### src/rtl/ycbcr_pkg.sv
// Shared constants, types and coefficient helper for the YCbCr-to-RGB pipeline.
// Full-range BT.601 coefficients are scaled by 2^FRAC.
package ycbcr_pkg;

  localparam int PIX_W      = 8;
  localparam int CHROMA_OFS = 128;
  localparam int ROUND      = 128;
  localparam int FRAC       = 8;

  localparam int K_RCR = 359;
  localparam int K_GCB = 88;
  localparam int K_GCR = 183;
  localparam int K_BCB = 454;

  localparam int DIFF_W = 9;
  localparam int PROD_W = 18;
  localparam int ACC_W  = 20;

  typedef logic signed [DIFF_W-1:0] diff_t;
  typedef logic signed [PROD_W-1:0] prod_t;
  typedef logic signed [ACC_W-1:0]  acc_t;

  // Channel index into the per-colour arrays of the output stage.
  typedef enum logic [1:0] {
    CH_R = 2'd0,
    CH_G = 2'd1,
    CH_B = 2'd2
  } chan_e;

  // Signed chroma difference times a positive coefficient; fits in PROD_W bits.
  function automatic prod_t mul_coef(input diff_t d, input int k);
    prod_t d_ext;
    prod_t k_ext;
    d_ext = prod_t'(d);
    k_ext = prod_t'(k);
    return d_ext * k_ext;
  endfunction

  // Remove the 128 offset from an unsigned chroma sample.
  function automatic diff_t chroma_diff(input logic [PIX_W-1:0] c);
    diff_t c_ext;
    c_ext = diff_t'({1'b0, c});
    return c_ext - diff_t'(CHROMA_OFS);
  endfunction

endpackage

### src/rtl/clamp_u8.sv
// Saturates a signed, already-shifted accumulator value to the unsigned 0..255 range.
module clamp_u8
  import ycbcr_pkg::*;
(
  input  logic signed [ACC_W-1:0] acc_i,
  output logic [PIX_W-1:0]        pix_o
);

  always_comb begin
    pix_o = acc_i[PIX_W-1:0];
    if (acc_i[ACC_W-1]) begin
      pix_o = '0;
    end else if (|acc_i[ACC_W-2:PIX_W]) begin
      pix_o = '1;
    end
  end

endmodule

### src/rtl/ycbcr_to_rgb.sv
// Three-stage flow-controlled YCbCr-to-RGB converter: offsets, products, then
// rounded sums with saturation. All stages advance together when the output can move.
module ycbcr_to_rgb
  import ycbcr_pkg::*;
#(
  parameter int WIDTH = 8
) (
  input  logic             clk,
  input  logic             rst,
  input  logic             in_valid,
  output logic             in_ready,
  input  logic [WIDTH-1:0] luma_ch,
  input  logic [WIDTH-1:0] cb_ch,
  input  logic [WIDTH-1:0] cr_ch,
  output logic             out_valid,
  input  logic             out_ready,
  output logic [WIDTH-1:0] red_ch,
  output logic [WIDTH-1:0] green_ch,
  output logic [WIDTH-1:0] blue_ch
);

  if (WIDTH != PIX_W) begin : g_width_check
    $error("ycbcr_to_rgb: only WIDTH == 8 is supported");
  end

  logic adv;

  // Stage 1: luma and offset-removed chroma.
  logic             v1_q;
  logic [PIX_W-1:0] y1_q;
  diff_t            db1_q, dr1_q;
  diff_t            db1_d, dr1_d;

  // Stage 2: coefficient products.
  logic             v2_q;
  logic [PIX_W-1:0] y2_q;
  prod_t            p_rcr_q, p_gcb_q, p_gcr_q, p_bcb_q;
  prod_t            p_rcr_d, p_gcb_d, p_gcr_d, p_bcb_d;

  // Stage 3: saturated RGB.
  logic             v3_q;
  acc_t             acc_d [3];
  logic [PIX_W-1:0] rgb_d [3];
  logic [PIX_W-1:0] rgb_q [3];

  assign adv      = ~v3_q | out_ready;
  assign in_ready = adv;

  assign db1_d = chroma_diff(cb_ch);
  assign dr1_d = chroma_diff(cr_ch);

  assign p_rcr_d = mul_coef(dr1_q, K_RCR);
  assign p_gcb_d = mul_coef(db1_q, K_GCB);
  assign p_gcr_d = mul_coef(dr1_q, K_GCR);
  assign p_bcb_d = mul_coef(db1_q, K_BCB);

  always_comb begin
    acc_t y_term;
    acc_t rnd;
    y_term = acc_t'({{(ACC_W-PIX_W-FRAC){1'b0}}, y2_q, {FRAC{1'b0}}});
    rnd    = acc_t'(ROUND);
    acc_d[CH_R] = y_term + acc_t'(p_rcr_q) + rnd;
    acc_d[CH_G] = y_term - acc_t'(p_gcb_q) - acc_t'(p_gcr_q) + rnd;
    acc_d[CH_B] = y_term + acc_t'(p_bcb_q) + rnd;
  end

  for (genvar gi = 0; gi < 3; gi++) begin : g_clamp
    acc_t shifted;
    assign shifted = acc_d[gi] >>> FRAC;
    clamp_u8 u_clamp (
      .acc_i (shifted),
      .pix_o (rgb_d[gi])
    );
  end

  // Data registers need no reset; only valids and the visible outputs are cleared.
  always_ff @(posedge clk) begin
    if (rst) begin
      v1_q         <= 1'b0;
      v2_q         <= 1'b0;
      v3_q         <= 1'b0;
      rgb_q[CH_R]  <= '0;
      rgb_q[CH_G]  <= '0;
      rgb_q[CH_B]  <= '0;
    end else if (adv) begin
      v1_q        <= in_valid;
      v2_q        <= v1_q;
      v3_q        <= v2_q;
      rgb_q[CH_R] <= rgb_d[CH_R];
      rgb_q[CH_G] <= rgb_d[CH_G];
      rgb_q[CH_B] <= rgb_d[CH_B];
    end
  end

  always_ff @(posedge clk) begin
    if (adv) begin
      y1_q    <= luma_ch;
      db1_q   <= db1_d;
      dr1_q   <= dr1_d;
      y2_q    <= y1_q;
      p_rcr_q <= p_rcr_d;
      p_gcb_q <= p_gcb_d;
      p_gcr_q <= p_gcr_d;
      p_bcb_q <= p_bcb_d;
    end
  end

  assign out_valid = v3_q;
  assign red_ch    = rgb_q[CH_R];
  assign green_ch  = rgb_q[CH_G];
  assign blue_ch   = rgb_q[CH_B];

endmodule

### config.mk
export PLATFORM = sky130hd
export DESIGN_NAME = ycbcr_to_rgb
export DESIGN_NICKNAME = d
export VERILOG_FILES = /design/src/rtl/ycbcr_pkg.sv /design/src/rtl/clamp_u8.sv /design/src/rtl/ycbcr_to_rgb.sv
export SDC_FILE = /design/constraint.sdc
export NUM_CORES = 1
export LEC_CHECK = 0
export ABC_CLOCK_PERIOD_IN_PS = 6770
export BUFFER_PORTS_ARGS = -buffer_cell sky130_fd_sc_hd__buf_2
export CELL_PAD_IN_SITES_DETAIL_PLACEMENT = 0
export CELL_PAD_IN_SITES_GLOBAL_PLACEMENT = 2
export CORE_MARGIN = 2
export CORE_UTILIZATION = 43
export DETAILED_ROUTE_END_ITERATION = 7
export HOLD_SLACK_MARGIN = 0.06
export PLACE_DENSITY_LB_ADDON = 0.1
export SLEW_MARGIN = 20
export SYNTH_ARGS = -nofsm -noshare
export SYNTH_HDL_FRONTEND = slang
export SYNTH_SLANG_ARGS = --single-unit
### constraint.sdc
create_clock -name clk -period 6.77 [get_ports clk]
set_input_delay 1.354 -clock clk [delete_from_list [all_inputs] [get_ports clk]]
set_output_delay 1.354 -clock clk [all_outputs]
set_load 0.01 [all_outputs]
==> results of run 1 <==
[final cells by class]
type                       instances  area, sq um  area share, %
inverter                         174          653           5.66
clock inverter                    14          155           1.34
clock buffer                      18          429           3.72
timing repair buffer              56          288           2.49
tap                              319          399           3.46
multi-input combinational        642         6260           54.2
sequential                       113         3360           29.1
[logic make-up after synthesis]
| kind of cell | after synthesis | synth area share (%) |
|---|---|---|
| compound gates | 172 | 11.5 |
| xor+xnor | 81 | 6.88 |
| fa+ha+maj | 248 | 35.1 |
| buf+inv | 181 | 6.69 |
| flops | 113 | 32.6 |
| mux | 7 | 0.704 |
| simple gates | 134 | 6.44 |
[synth_stat cells (all sizes together), types with 4 or more instances]
| cell | n | share of area, % |
|---|---|---|
| nor2 | 43 | 1.6 |
| clkbuf | 5 | 0.19 |
| nor3 | 10 | 0.49 |
| o211ai | 5 | 0.36 |
| edfxtp | 110 | 32 |
| o21bai | 10 | 0.73 |
| xor2 | 22 | 1.9 |
| inv | 174 | 6.3 |
| and2 | 5 | 0.30 |
| a41oi | 5 | 0.42 |
| xnor2 | 59 | 5.0 |
| fa | 69 | 13 |
| a21o | 17 | 1.2 |
| o21a | 28 | 2.0 |
| a21boi | 6 | 0.44 |
| nand2b | 5 | 0.30 |
| nor2b | 6 | 0.36 |
| ha | 179 | 22 |
| mux2i | 5 | 0.49 |
| a31o | 4 | 0.34 |
| nand2 | 29 | 1.1 |
| a21oi | 55 | 2.9 |
| nand3 | 11 | 0.53 |
| o21ai | 21 | 1.0 |
| or2 | 11 | 0.69 |
[registers in the layout, indices dropped and copies added (netlist names)]
register and count:
y2_q 8, p_rcr_q 13, db1_q 8, p_gcr_q 16, dr1_q 8, p_gcb_q 11
v2_q 1, out_valid 1, rgb_q 24, p_bcb_q 14, v1_q 1, y1_q 8
[power groups by stage]
stage	combinational (mW)	sequential, mW	clock, mW
6_report	3.50	1.20	0.905
5_1_grt	3.98	1.22	0.957
4_1_cts	3.52	1.20	0.924
3_5_place_dp	3.50	1.22	0
3_3_place_gp	3.51	1.21	0
2_1_floorplan	2.73	1.21	0
[per-layer routing]
layer  vias to the layer above  track usage (%)  wire length [microns]  part of all wire, %
li1                       3351                -                      -                    -
met1                      3037             26.1                  11100                   53
met2                        82             27.9                   9190                   43
met3                        17             2.59                    517                  2.4
met4                         0             5.46                    329                  1.6
met5                         -                0                      0                    0
[stage by stage]
step                hold WS, ps  instances
floorplan                   400        936
global placement            401       1304
detailed placement          405       1304
CTS                         415       1336
global route                431       1336
finish                      413       1336
[worst paths after layout]
path	startpoint	to	slack, ps
min reg2reg	y1_q[2]	y2_q[2]	410
max	dr1_q[2]	p_rcr_q[17]	1940
max reg2reg	dr1_q[2]	p_rcr_q[17]	1940
min	y1_q[2]	y2_q[2]	410
==> results.py, run 1 <==
metrics = {
    "outcome": {
        "outcome": "completed",
    },
    "sta": {
        "timing.max_slew.rel_slack_pct": 53.8,
        "grt_setup_unrepaired": "false",
        "fmax_mhz": 207,
        "timing.setup.tns_ps": 0,
        "min_period_over_period_pct": 71.4,
        "final_hold_viol_count": 0,
        "setup_viol_count_final": 0,
        "final.min_clock_period_ps": 4830,
        "slew_viol_final": 0,
        "fin_ws_ps": 1940,
        "tightest_slew_ps": 693,
        "timing.clock.skew_ps": 11.4,
    },
    "global_route": {
        "grt-ovfl-total": 0,
        "grt_antenna_before_repair": 0,
        "grt_pass1_wl_mm": 35.3,
        "maximum_number_of_pins_on_one_net_before_global_route_repair": 49,
        "grt_pass1_vias": 6646,
        "global_route.usage.total_pct": 18.0,
    },
    "placed_design": {
        "place_ws_ps": 1950,
        "place.port_buffers": 53,
        "detailed_place.area_sq_mm": 0.0110,
        "detailed_place_hpwl_mm": 17.0,
        "gp_congestion": 0.806,
    },
    "power_and_ir_drop": {
        "switching_power_mw": 2.44,
        "clkPwrFrac_pct": 16.2,
        "power-per-cell-area_mw_per_mm2": 485,
        "netSwitchingFraction_pct": 43.6,
        "leakagePower_nw": 5.54,
        "maximum_vdd_ir_drop_uv": 229,
        "seqPwrFrac_pct": 21.4,
        "totalPowerFinal_mw": 5.60,
        "power_frac_comb_pct": 62.5,
        "p_int_mw": 3.15,
    },
    "detailed_routing": {
        "drt.antenna.violating_nets": 0,
        "drt_pass1_iterations": 4,
        "drt_iter0_markers": 276,
        "route.vias.total": 6487,
        "vias_per_cell": 4.86,
        "route.detailed.wl_per_inst_microns": 15.8,
        "drc": 0,
        "routed_wirelength_mm": 21.1,
    },
    "cells_and_area": {
        "most-common-layout-cells": "ha_1 (179), inv_1 (174), edfxtp_1 (110)",
        "antennaDiodeCount": 0,
        "filler_cell_count": 2150,
        "layout.nets": 1280,
        "post-route-util_pct": 49.2,
        "post-route-cell-area_sq_mm": 0.0115,
        "drive_gt1_share_pct": 11.5,
        "area_growth_syn_to_layout_pct": 12.1,
        "layout.cells.most_common": "ha_1",
    },
    "worst_setup_path": {
        "startpoint_type": "register",
        "critPathArrivalTime_ps": 4990,
        "required_ps": 6930,
        "critical_path_depth": 16,
        "critical_path.endpoint_type": "register",
        "ff2ff_path_depth": 16,
        "critPathKind": "reg -> reg",
        "critical_path.n_buffers_inverters": 3,
        "highest_fanout_seen_on_the_critical_path": 10,
        "cpPeakStageDelay_ps": 610,
        "critical_path.cell_chain": "ha_1, inv_1, fa_1, inv_1, fa_1, inv_1, fa_1, ha_1, ha_1, nor2b_1, o21a_1, o41a_1, nand4_1, a31oi_1, a21oi_1, xnor2_1",
        "slowest_stage": "edfxtp_1",
        "timing.critical_path.max_delay_family": "adder cells",
    },
    "clock_network": {
        "clock_latency_ps": 420,
        "cts_made_buffers": 17,
        "ctsHtreeMaxLevel": 4,
        "post_cts_resized": 0,
        "cts_tree": "built",
        "cts.hold.buffers_added": 0,
        "number_of_buffers_on_the_longest_clock_path": 2,
        "clock_sink_count": 113,
        "root_buffer": "clkbuf_16",
        "post_cts_buffers": 0,
        "clk_pin_slew_worst_paths_ps": 60,
    },
    "synth": {
        "synthesized_cell_area_sq_mm": 0.0103,
        "synth_seq_cells": 113,
        "synth-seq-area-share_pct": 32.6,
        "syn-instance-count": 936,
        "number_of_enable_type_register_cells_in_the_synthesized_netlist": 110,
        "synthDistinctLibCells": 61,
        "synthesized_net_count": 1212,
        "ys_warn_count": 0,
        "yosys_most_used_dff": "edfxtp_1",
        "syn-mean-instance-area_sq_um": 11.0,
        "postSynth.asyncResetShare_pct": 0,
    },
    "die": {
        "die_height_microns": 159,
        "design.core.area_sq_mm": 0.0235,
        "area_of_the_die_sq_mm": 0.0252,
        "core.rowCount": 56,
        "dieWidth_microns": 159,
        "start_util_pct": 43.9,
        "ios": 54,
    },
    "min_path": {
        "holdCritPathClass": "reg -> reg",
        "hold_path_depth": 0,
    },
    "run": {
        "max-cap-violations": 0,
    },
}
No activity file was read; power rests on OpenSTA's default activity.
==> run 2: changes to the inputs <==
ABC_CLOCK_PERIOD_IN_PS = 4800   (was 6770)
clock period = 4.8 ns   (was 6.77 ns; I/O delays follow)
==> run 2 against run 1 <==
Worst hold slack gained 3.3 ps. Routed wire length grew 0.45%. Setup slack lost 1700 ps. Final area grew 1.6%. Register-to-register slack lost 1700 ps. Global-route usage shrank 0.22 points. First-iteration DRC count shrank 9.8%. Via count grew 0.17%. Count of clock-buffer cells in the layout is the same. Sequential share of layout area shrank 0.45 points. Critical path type unchanged. Clock skew grew 1.1 ps. Cell count grew 1.3%.
==> results.py, run 2 (synthesis gave the netlist of run 1 again) <==
metrics = {
    "clock_network": {
        "root_buffer": "clkbuf_16",
        "clock_latency_ps": 420,
        "clock_sink_count": 113,
        "cts_tree": "built",
        "cts_made_buffers": 17,
        "number_of_buffers_on_the_longest_clock_path": 2,
        "clk_pin_slew_worst_paths_ps": 60,
        "ctsHtreeMaxLevel": 4,
    },
    "placed_design": {
        "detailed_place.area_sq_mm": 0.0111,
        "detailed_place_hpwl_mm": 17.1,
        "place_ws_ps": 134,
        "place.port_buffers": 53,
        "gp_congestion": 0.850,
    },
    "worst_setup_path": {
        "critPathArrivalTime_ps": 4770,
        "critPathCapture": "p_rcr_q[15]",
        "timing.critical_path.max_delay_family": "adder cells",
        "r2r_slack_ps": 200,
        "critical_path_depth": 16,
        "crit_path_frequent_cell": "fa_1",
        "crit_start": "dr1_q[5]",
        "critical_path.endpoint_type": "register",
        "critical_path.n_buffers_inverters": 3,
        "highest_fanout_seen_on_the_critical_path": 6,
        "slowest_stage": "fa_1",
        "critical_path.cell_chain": "buf_12, ha_2, fa_1, inv_1, fa_1, inv_1, fa_1, ha_1, ha_1, nor2b_1, o21a_1, o41a_1, nand4_1, nand3b_1, a21oi_2, xnor2_1",
        "regToRegEndpoint": "p_rcr_q[15]",
        "cpPeakStageDelay_ps": 530,
        "startpoint_type": "register",
        "worstReg2RegStart": "dr1_q[5]",
        "critPathKind": "reg -> reg",
        "ff2ff_path_depth": 16,
        "required_ps": 4970,
    },
    "detailed_routing": {
        "routed_wirelength_mm": 21.2,
        "route.detailed.wl_per_inst_microns": 15.7,
        "drt.antenna.violating_nets": 0,
        "drt_pass1_iterations": 4,
        "drc": 0,
        "route.vias.total": 6498,
        "vias_per_cell": 4.80,
        "drt_iter0_markers": 249,
    },
    "die": {
        "dieWidth_microns": 159,
        "start_util_pct": 43.9,
        "core.rowCount": 56,
        "ios": 54,
        "design.core.area_sq_mm": 0.0235,
        "area_of_the_die_sq_mm": 0.0252,
        "die_height_microns": 159,
    },
    "run": {
        "max-cap-violations": 0,
    },
    "cells_and_area": {
        "drive_gt1_share_pct": 13.9,
        "layout.nets": 1298,
        "antennaDiodeCount": 0,
        "post-route-cell-area_sq_mm": 0.0117,
        "post-route-util_pct": 50.0,
        "largest_registers": "rgb_q (24), p_gcr_q (16), p_bcb_q (14)",
        "area_growth_syn_to_layout_pct": 13.8,
        "registers.top_by_ff_count": "rgb_q",
        "sequential_cell_area_sq_mm": 0.00336,
        "multiInputGateArea_sq_mm": 0.00630,
        "layout.cells.most_common": "ha_1",
        "most-common-layout-cells": "ha_1 (178), inv_1 (174), edfxtp_1 (110)",
        "largest_register_ff_count": 24,
        "filler_cell_count": 2135,
    },
    "sta": {
        "final.min_clock_period_ps": 4600,
        "timing.clock.skew_ps": 12.5,
        "timing.max_slew.rel_slack_pct": 42.6,
        "min_period_over_period_pct": 95.9,
        "timing.setup.tns_ps": 0,
        "fin_ws_ps": 198,
        "slew_viol_final": 0,
        "final_hold_viol_count": 0,
        "setup_viol_count_final": 0,
        "tightest_slew_ps": 862,
        "fmax_mhz": 217,
    },
    "outcome": {
        "outcome": "completed",
    },
    "global_route": {
        "global_route.usage.total_pct": 17.8,
        "grt-ovfl-total": 0,
        "grt_pass1_wl_mm": 35.0,
        "maximum_number_of_pins_on_one_net_before_global_route_repair": 69,
        "grt_pass1_vias": 6559,
        "grt_antenna_before_repair": 0,
    },
    "power_and_ir_drop": {
        "clkPwrFrac_pct": 16.1,
        "maximum_vdd_ir_drop_uv": 334,
        "seqPwrFrac_pct": 21.1,
        "leakagePower_nw": 5.64,
        "power-per-cell-area_mw_per_mm2": 675,
        "switching_power_mw": 3.44,
        "p_int_mw": 4.48,
        "power_frac_comb_pct": 62.8,
        "netSwitchingFraction_pct": 43.4,
    },
    "min_path": {
        "holdCritPathClass": "reg -> reg",
    },
}
## run 2: cell count changes in the layout (fill, tap and decap cells not counted), sizes merged
cell      delta
buf         +18
inv          +1
clkinvlp     +1
clkinv       -2
## run 2: what timing repair did
action / CTS / global route
endpoints found under the setup margin: 0 / 6
setup buffers: 0 / 5
hold buffers: 0 / 0
resized for setup: 0 / 8
## run 2: routing by layer
metal	wire (microns)	GRT usage, %	up-vias
li1	-	-	3381
met1	11200	26.3	3020
met2	9240	27.0	84
met3	586	2.61	13
met4	237	5.00	0
met5	0	0	-
## run 2: layout make-up
| class | instances | area share (%) |
|---|---|---|
| clock buffers | 18 | 3.66 |
| well taps | 319 | 3.40 |
| repair buffers | 74 | 3.71 |
| multi-input cells | 642 | 53.7 |
| clock inverters | 14 | 1.30 |
| inverters | 174 | 5.57 |
| flip-flops and latches | 113 | 28.7 |
## run 2: power by group through the flow
stage / Combinational, mW / Clock, mW / Sequential, mW
2_1_floorplan: 3.84 / 0 / 1.70
3_3_place_gp: 4.95 / 0 / 1.70
3_5_place_dp: 4.93 / 0 / 1.70
4_1_cts: 4.97 / 1.30 / 1.68
5_1_grt: 5.69 / 1.34 / 1.71
6_report: 4.97 / 1.27 / 1.67
## run 2: worst min-delay path by stage
stage                        from       to  slack, ps  cells past startpoint
after global placement    y1_q[1]  y2_q[1]        400                      0
final                     y1_q[2]  y2_q[2]        420                      0
after floorplan           y1_q[0]  y2_q[0]        400                      0
after detailed placement  y1_q[3]  y2_q[3]        410                      0
after global routing      y1_q[6]  y2_q[6]        430                      0
after CTS                 y1_q[4]  y2_q[4]        420                      0
## run 2: metrics by stage
step	power, mW	hold WS, ps	std cells
6_report	7.92	416	1354
5_1_grt	8.74	427	1354
4_1_cts	7.96	418	1349
3_5_place_dp	6.63	406	1317
3_3_place_gp	6.65	401	1317
2_1_floorplan	5.55	400	936
